## src/rtl/ps2_pkg.sv

```systemverilog
// Shared types and constants for the PS/2 host transmit path.
// States, frame bit positions and 65 MHz timing defaults.
package ps2_pkg;

   typedef enum logic [2:0] {
      IDLE,
      INHIBIT,
      START,
      DATA,
      ACK,
      WAIT_IDLE
   } ps2_state_e;

   localparam int BIT_LAST_DATA = 8;
   localparam int BIT_PARITY    = 9;
   localparam int BIT_STOP      = 10;
   localparam int BIT_ACK       = 11;

   localparam int DEF_INHIBIT_CYCLES = 7800;
   localparam int DEF_TIMEOUT_CYCLES = 975000;
   localparam int DEF_FILTER_LEN     = 8;

   // {stop, odd parity, data}, shifted out LSB first
   function automatic logic [9:0] ps2_frame(input logic [7:0] d);
      return {1'b1, ~^d, d};
   endfunction

endpackage

```

## src/rtl/ps2_line_filter.sv

```systemverilog
// PS/2 line conditioner: 2-FF synchronizer, FILTER_LEN glitch filter, fall pulse.
// Ports: pclk, rst (async active-low), line_in (raw pad), level (filtered), fall (1-cycle pulse on 1->0).
module ps2_line_filter
   import ps2_pkg::*;
#(
   parameter int FILTER_LEN = DEF_FILTER_LEN
) (
   input  logic pclk,
   input  logic rst,
   input  logic line_in,
   output logic level,
   output logic fall
);

   localparam int CW = $clog2(FILTER_LEN + 1);

   logic [1:0]    sync_q;
   logic [CW-1:0] cnt_q;
   logic          level_q;
   logic          fall_q;

   // Idle bus level is high, so reset the chain to 1 to avoid a false edge.
   always_ff @(posedge pclk or negedge rst) begin
      if (!rst) begin
         sync_q  <= 2'b11;
         cnt_q   <= '0;
         level_q <= 1'b1;
         fall_q  <= 1'b0;
      end else begin
         sync_q <= {sync_q[0], line_in};
         fall_q <= 1'b0;
         if (sync_q[1] == level_q) begin
            cnt_q <= '0;
         end else if (cnt_q == CW'(FILTER_LEN - 1)) begin
            level_q <= sync_q[1];
            cnt_q   <= '0;
            fall_q  <= level_q;
         end else begin
            cnt_q <= cnt_q + 1'b1;
         end
      end
   end

   assign level = level_q;
   assign fall  = fall_q;

endmodule

```

## src/rtl/ps2_host_tx.sv

```systemverilog
// PS/2 host-to-device transmitter: sends one command byte over open-drain clk/data.
// Ports: pclk, rst (async active-low); tx_data/tx_valid/tx_ready request handshake;
// tx_done/tx_err result pulses; ps2_clk_in/ps2_data_in raw pads; ps2_clk_oe/ps2_data_oe pull-low enables.
// Optional PS2_HOST_TX_TIMEOUT_EN adds a watchdog on device clock edges.
module ps2_host_tx
   import ps2_pkg::*;
#(
   parameter int INHIBIT_CYCLES = DEF_INHIBIT_CYCLES,
   parameter int TIMEOUT_CYCLES = DEF_TIMEOUT_CYCLES,
   parameter int FILTER_LEN     = DEF_FILTER_LEN
) (
   input  logic       pclk,
   input  logic       rst,
   input  logic [7:0] tx_data,
   input  logic       tx_valid,
   output logic       tx_ready,
   output logic       tx_done,
   output logic       tx_err,
   input  logic       ps2_clk_in,
   input  logic       ps2_data_in,
   output logic       ps2_clk_oe,
   output logic       ps2_data_oe
);

   localparam int IW = $clog2(INHIBIT_CYCLES + 1);

   logic clk_lvl;
   logic clk_fall;
   logic data_lvl;
   logic data_fall_unused;

   ps2_line_filter #(.FILTER_LEN(FILTER_LEN)) u_clk_filt (
      .pclk    (pclk),
      .rst     (rst),
      .line_in (ps2_clk_in),
      .level   (clk_lvl),
      .fall    (clk_fall)
   );

   ps2_line_filter #(.FILTER_LEN(FILTER_LEN)) u_data_filt (
      .pclk    (pclk),
      .rst     (rst),
      .line_in (ps2_data_in),
      .level   (data_lvl),
      .fall    (data_fall_unused)
   );

   ps2_state_e    state_q, state_d;
   logic [IW-1:0] inh_q, inh_d;
   logic [3:0]    bit_q, bit_d;
   logic [9:0]    shift_q, shift_d;
   logic          clk_oe_q, clk_oe_d;
   logic          data_oe_q, data_oe_d;
   logic          done_q, done_d;
   logic          err_q, err_d;

`ifdef PS2_HOST_TX_TIMEOUT_EN
   localparam int TW = $clog2(TIMEOUT_CYCLES + 1);
   logic [TW-1:0] wdog_q, wdog_d;
   logic          watched;
`else
   localparam int unused_timeout = TIMEOUT_CYCLES;
`endif

   always_ff @(posedge pclk or negedge rst) begin
      if (!rst) begin
         state_q   <= IDLE;
         inh_q     <= '0;
         bit_q     <= '0;
         shift_q   <= '0;
         clk_oe_q  <= 1'b0;
         data_oe_q <= 1'b0;
         done_q    <= 1'b0;
         err_q     <= 1'b0;
      end else begin
         state_q   <= state_d;
         inh_q     <= inh_d;
         bit_q     <= bit_d;
         shift_q   <= shift_d;
         clk_oe_q  <= clk_oe_d;
         data_oe_q <= data_oe_d;
         done_q    <= done_d;
         err_q     <= err_d;
      end
   end

`ifdef PS2_HOST_TX_TIMEOUT_EN
   always_ff @(posedge pclk or negedge rst) begin
      if (!rst) wdog_q <= '0;
      else      wdog_q <= wdog_d;
   end
`endif

   always_comb begin
      state_d   = state_q;
      inh_d     = inh_q;
      bit_d     = bit_q;
      shift_d   = shift_q;
      clk_oe_d  = clk_oe_q;
      data_oe_d = data_oe_q;
      done_d    = 1'b0;
      err_d     = 1'b0;

      unique case (state_q)
         IDLE: begin
            clk_oe_d  = 1'b0;
            data_oe_d = 1'b0;
            if (tx_valid) begin
               shift_d   = ps2_frame(tx_data);
               inh_d     = '0;
               bit_d     = '0;
               clk_oe_d  = 1'b1;
               // a one-cycle inhibit is also its final cycle
               data_oe_d = (INHIBIT_CYCLES == 1);
               state_d   = INHIBIT;
            end
         end

         INHIBIT: begin
            inh_d = inh_q + 1'b1;
            // request-to-send: data goes low in the last inhibit cycle
            if (inh_q == IW'(INHIBIT_CYCLES - 2)) begin
               data_oe_d = 1'b1;
            end
            if (inh_q == IW'(INHIBIT_CYCLES - 1)) begin
               clk_oe_d  = 1'b0;
               data_oe_d = 1'b1;
               state_d   = START;
            end
         end

         START: begin
            if (clk_fall) begin
               data_oe_d = ~shift_q[0];
               shift_d   = {1'b1, shift_q[9:1]};
               bit_d     = 4'd1;
               state_d   = DATA;
            end
         end

         DATA: begin
            if (clk_fall) begin
               data_oe_d = ~shift_q[0];
               shift_d   = {1'b1, shift_q[9:1]};
               bit_d     = bit_q + 4'd1;
               if (bit_q == 4'(BIT_STOP - 1)) begin
                  state_d = ACK;
               end
            end
         end

         ACK: begin
            if (clk_fall) begin
               bit_d = 4'(BIT_ACK);
               if (!data_lvl) begin
                  state_d = WAIT_IDLE;
               end else begin
                  err_d   = 1'b1;
                  state_d = IDLE;
               end
            end
         end

         WAIT_IDLE: begin
            if (clk_lvl && data_lvl) begin
               done_d  = 1'b1;
               state_d = IDLE;
            end
         end

         default: begin
            clk_oe_d  = 1'b0;
            data_oe_d = 1'b0;
            state_d   = IDLE;
         end
      endcase

`ifdef PS2_HOST_TX_TIMEOUT_EN
      watched = (state_q == START) || (state_q == DATA) ||
                (state_q == ACK)   || (state_q == WAIT_IDLE);
      wdog_d  = '0;
      if (watched) begin
         if (clk_fall || (state_d != state_q)) wdog_d = '0;
         else                                  wdog_d = wdog_q + 1'b1;
         // a device edge in the same cycle wins over the timeout
         if (!clk_fall && (wdog_q == TW'(TIMEOUT_CYCLES - 1))) begin
            state_d   = IDLE;
            clk_oe_d  = 1'b0;
            data_oe_d = 1'b0;
            done_d    = 1'b0;
            err_d     = 1'b1;
            wdog_d    = '0;
         end
      end
`endif
   end

   assign tx_ready    = (state_q == IDLE);
   assign tx_done     = done_q;
   assign tx_err      = err_q;
   assign ps2_clk_oe  = clk_oe_q;
   assign ps2_data_oe = data_oe_q;

endmodule

```

## config.mk

```make
export PLATFORM = sky130hd
export DESIGN_NAME = ps2_host_tx
export DESIGN_NICKNAME = d
export VERILOG_FILES = /design/src/rtl/ps2_pkg.sv /design/src/rtl/ps2_line_filter.sv /design/src/rtl/ps2_host_tx.sv
export SDC_FILE = /design/constraint.sdc
export NUM_CORES = 1
export LEC_CHECK = 0
export ABC_AREA = 1
export CAP_MARGIN = 20
export CORE_ASPECT_RATIO = 0.75
export CORE_MARGIN = 1
export CORE_UTILIZATION = 30
export CTS_CLUSTER_SIZE = 14
export DETAILED_ROUTE_END_ITERATION = 12
export PLACE_DENSITY_LB_ADDON = 0.25
export SYNTH_ARGS = -nofsm -noshare
export SYNTH_HDL_FRONTEND = slang
export SYNTH_SLANG_ARGS = --single-unit
export TNS_END_PERCENT = 100
```

## constraint.sdc

```tcl
create_clock -name pclk -period 4.7 [get_ports pclk]
set_clock_uncertainty 0.2 [all_clocks]
set_input_delay 0.47 -clock pclk [delete_from_list [all_inputs] [get_ports pclk]]
set_output_delay 0.47 -clock pclk [all_outputs]
set_load 0.01 [all_outputs]
```

==> impl_metrics.toml, run 1 <==
[run_status]
run_status = "completed"

[die]
fp.dieH_um = 83.6
num_io_pins = 18
rows = 29
start_util_pct = 31.3
dieArea_sq_um = 9270
dieWidth_um = 111
core-area_sq_um = 8530

[finish]
nNetsFinal = 370
area_delta_synth_final_pct = 16.6
final_cell_area_sq_um = 3110
final_layout_size_suffix_gt1_share_pct = 13.1
antenna_cells = 0

[route]
dr.pass1.iters = 4
vias = 2045
ant_nets = 0
drcViolationCount = 0
via_per_inst = 4.45
dr.first_iter.drc_count = 53
wirelength_mm = 5.10
wire_per_inst_um = 11.1

[grt]
use_met1_pct = 17.1
gr-total-overflow = 0
grt_pass1_wl_mm = 8.96
grt_max_degree = 50
antenna_found_initial = 0
use_met2_pct = 17.6
grt_pass1_vias = 1926
grt_util_met3_pct = 2.76
busiest_layer = "met2"
track_usage_pct = 12.0

[critical_path]
cpPeakStageDelay_ps = 560
endpoint_kind = "primary output"
startpoint_type = "register"
worstPathArrival_ps = 1600
slowest_stage = "clkdlybuf4s50_1"
worstPathRequired_ps = 4030
rrSetupSlack_ps = 2920
r2r_start = "state_q[2]$_DFFE_PN0P_"
cp_cell_sequence = "inv_2, nand2_4, nor2_2, clkdlybuf4s50_1"
crit_fanout = 4
reg2regPathDepth = 6
r2r-end = "bit_q[1]$_DFFE_PN0P_"
critical_path_class = "reg -> out"

[place]
dpl_cell_area_sq_um = 2940
gp_congestion = 0.759
dpl.hpwl_mm = 3.75
place.port_buffers = 17

[cts]
clk_pin_slew_ps = 60
cts_tree = "done"
cts_resized = 0
cts.path.max_buffers = 2
cts_buffers = 5
worstSkewPairLatency_ps = 280
ctsHtreeMaxLevel = 2
cts.sinks = 49
ctsHoldBuffers = 0
cts_root_buf = "clkbuf_16"
postCtsSetupBuffers = 0

[timing]
slew_viol_final = 0
maxSlewHeadroom_pct = 58.4
period_share_pct = 48.3
holdWs_ps = 75.3
worstMarginPinSlew_ps = 624
final_hold_viol_count = 0
fmax_ghz = 0.440
fin_crit_ps = 2270
finalSetupTns_ps = 0
rsz0062_at_grt = "false"
setup_viol = 0

[logic_synthesis]
yosysWarnings = 0
ys_seq_elements = 49
yosysSeqAreaShare_pct = 46.3
synth_edf_count = 0
netlist_area_sq_um = 2670
synthArstFlopShare_pct = 100
synth_cell_types = 35
postSynthAreaPerCell_sq_um = 8.08
ys_top_cells_by_count = "nand2_1 (90), inv_1 (44), dfrtp_1 (43), nor2_1 (30), nand3_1 (23)"
synth_top_area_cell = "dfrtp_1"
synth_top_area_share_pct = 40.4
synth_nets = 349
postSynthCellCount = 330
synth_area_leaders = "dfrtp_1 (40%), nand2_1 (13%), inv_1 (6.2%)"
synth_most_common_cell = "nand2_1"
synth_ff_type = "dfrtp_1"

[pwr]
vdd_drop_max_uv = 190
powerDensity_nw_per_um2 = 539
total_power_w = 0.00167
p_leak_nw = 1.52

[job]
max_cap_violations = 0

[hold_path]
hold_class = "in -> async"
## power breakdown
group / leakage (nW) / internal [W] / switching (W)
Clock: 0.0841 / 0.000266 / 0.000152
Combinational: 0.820 / 0.000227 / 0.000387
Sequential: 0.614 / 0.000546 / 0.0000966
## placed cells by master, fill, tap and decap left out, types with 3 or more instances in the layout
cell type	instances
a21oi_1	7
a31oi_1	4
clkbuf_16	5
clkdlybuf4s50_1	16
dfrtp_1	43
dfstp_2	6
ha_1	6
inv_1	44
inv_2	6
nand2_1	90
nand2_2	6
nand2_4	3
nand3_1	23
nand4_1	3
nor2_1	30
nor2_4	4
nor3_1	3
o21ai_0	11
o21ai_1	9
xnor2_1	5
xor2_1	4
## registers in the layout, summed over array words and instances (netlist names), 2 cells and up
| name | cells |
|---|---|
| u_data_filt.cnt_q | 4 |
| u_clk_filt.cnt_q | 4 |
| shift_q | 10 |
| bit_q | 4 |
| inh_q | 13 |
| u_data_filt.sync_q | 2 |
| u_clk_filt.sync_q | 2 |
| state_q | 3 |
## worst max-delay path by stage
stage,slack [ps],endpoint,cells after the start,from
finish,2430,tx_ready,4,state_q[1]$_DFFE_PN0P_
global route,2340,tx_ready,4,state_q[1]$_DFFE_PN0P_
CTS,2410,tx_ready,4,state_q[1]$_DFFE_PN0P_
detailed placement,2720,tx_ready,4,state_q[1]$_DFFE_PN0P_
global placement,2730,tx_ready,4,state_q[1]$_DFFE_PN0P_
floorplan,3160,inh_q[10]$_DFFE_PN0P_,9,state_q[1]$_DFFE_PN0P_
## per-layer routing
layer	part of all wire, %	vias to the layer above
met5	0	-
met4	1.6	0
met3	3.0	7
met2	42	25
met1	54	923
li1	-	1090
## cell type report
cell class / instances / area, sq um
Fill cell: 883 / 5420
Sequential cell: 49 / 1230
Multi-Input combinational cell: 227 / 1210
Inverter: 50 / 188
Timing Repair Buffer: 18 / 173
Clock buffer: 7 / 143
Tap cell: 108 / 135
Clock inverter: 1 / 30.0
## critical path, delay by kind of cell, from the launching register on
family	cells	cell delay (ps)
flops	1	430
buf+inv	2	680
simple gates	2	200
## cells by family (layout without fill, tap and decap cells)
group	count (synthesis)	in the layout	synth area share [%]
fa+ha+maj	6	6	2.82
xor+xnor	9	9	2.96
compound gates	41	41	9.53
simple gates	171	171	30.0
buf+inv	54	76	8.45
flops	49	49	46.3
## through the flow
step | std cells | util (%) | worst slack [ps]
final | 460 | 36.5 | 2430
after global routing | 460 | 36.5 | 2340
after CTS | 460 | 36.5 | 2410
after detailed placement | 452 | 34.4 | 2720
after global placement | 452 | 34.4 | 2730
after floorplan | 330 | - | 3160
Power figures use the tool's default switching activity.
==> run 2, diff against run 1 <==
- clock period: 4.7 -> 2.3 ns (I/O delays scaled with it)
==> impl_metrics.toml, run 2 (same netlist as run 1, synthesis figures left out) <==
[critical_path]
crit_family = "buffers and inverters"
worstPathArrival_ps = 1620
crit_fanout = 4
critical_path_class = "reg -> out"
startpoint_type = "register"
endpoint_kind = "primary output"
cp_cell_sequence = "inv_2, nand2_4, nor2_2, clkdlybuf4s50_1"
worstPathRequired_ps = 1870
slowest_stage = "clkdlybuf4s50_1"
cpPeakStageDelay_ps = 570
cp.depth = 4
reg2regPathDepth = 6
crit_buf_inv = 2

[route]
via_per_inst = 4.43
vias = 2043
wire_per_inst_um = 11.2
ant_nets = 0
dr.pass1.iters = 4
wirelength_mm = 5.14
drcViolationCount = 0
dr.first_iter.drc_count = 85

[place]
gp_congestion = 0.821
dpl.hpwl_mm = 3.88
place.port_buffers = 17
place_inst = 452

[run_status]
run_status = "completed"

[finish]
regMostFlops = "inh_q"
largest_reg_flops = 13
stdcell_count = 461
fillCellCount = 863
regArea_sq_um = 1230
top_regs = "inh_q x13, shift_q x10"
nNetsFinal = 371
final_core_util_pct = 36.7
antenna_cells = 0
area_delta_synth_final_pct = 17.3
final_layout_size_suffix_gt1_share_pct = 13.0
final_common_cell = "nand2_1"
multi_input_area_sq_um = 1210
layout_common_cells = "nand2_1 (90), inv_1 (44), dfrtp_1 (43), nor2_1 (30), nand3_1 (23)"

[die]
dieWidth_um = 111
rows = 29
core-area_sq_um = 8530
fp.dieH_um = 83.6
num_io_pins = 18
start_util_pct = 31.3
dieArea_sq_um = 9270

[cts]
ctsHtreeMaxLevel = 2
cts_buffers = 5
cts_root_buf = "clkbuf_16"
cts.sinks = 49
clk_pin_slew_ps = 70
cts.path.max_buffers = 2
worstSkewPairLatency_ps = 290
postCtsSetupBuffers = 0
cts_tree = "done"

[timing]
worstMarginPinSlew_ps = 567
setup_viol = 0
finalSetupTns_ps = 0
fmax_ghz = 0.489
rsz0062_at_grt = "false"
fin_crit_ps = 2050
holdWs_ps = 143
period_share_pct = 89.0
slew_viol_final = 0
final_hold_viol_count = 0
maxSlewHeadroom_pct = 62.2

[hold_path]
hold_depth = 1
hold_class = "in -> reg"

[grt]
gr-total-overflow = 0
grt_pass1_wl_mm = 9.11
grt_max_degree = 28
antenna_found_initial = 0
grt_pass1_vias = 1930
track_usage_pct = 12.3

[pwr]
vdd_drop_max_uv = 420
p_leak_nw = 1.52
powerDensity_nw_per_um2 = 1090

[job]
max_cap_violations = 0
## run 2: stage by stage
stage | setup slack [ps] | area, sq um | total power [W]
floorplan | 761 | 2670 | 0.00230
finish | 253 | 3130 | 0.00341
detailed placement | 534 | 2950 | 0.00260
CTS | 237 | 3130 | 0.00346
global route | 185 | 3130 | 0.00370
global placement | 557 | 2950 | 0.00258
## run 2: layout make-up
cell class	instances	share of cell area, %
inverters	50	6.00
flip-flops and latches	49	39.5
clock buffers	6	4.12
clock inverters	2	1.24
multi-input cells	227	38.6
repair buffers	19	6.24
well taps	108	4.32
## run 2: worst paths after layout
path,start,to,slack (ps)
hold reg to reg,u_clk_filt.sync_q[0]$_DFF_PN1_,u_clk_filt.sync_q[1]$_DFF_PN1_,160
max in group asynchronous,rst,u_clk_filt.sync_q[0]$_DFF_PN1_,1010
setup reg to reg,state_q[2]$_DFFE_PN0P_,bit_q[1]$_DFFE_PN0P_,520
setup / recovery,state_q[1]$_DFFE_PN0P_,tx_ready,250
hold / removal,ps2_data_in,u_data_filt.sync_q[0]$_DFF_PN1_,140
min in group asynchronous,rst,inh_q[5]$_DFFE_PN0P_,260
## run 2: per-layer routing
metal	track usage (%)	vias up	routed length, um
met4	4.85	0	61
met5	0	-	0
li1	-	1089	-
met2	17.4	20	2020
met3	3.56	5	207
met1	17.6	929	2850
## run 2: timing repair
item                                   CTS  global route
setup endpoints to repair                0             0
endpoints found under the hold margin   18             0
resized for setup                        0             0
hold buffers                             1             0
## run 2: where the power goes
part	internal, W	switching, W
Sequential	0.00112	0.000187
Combinational	0.000469	0.000800
Clock	0.000516	0.000322
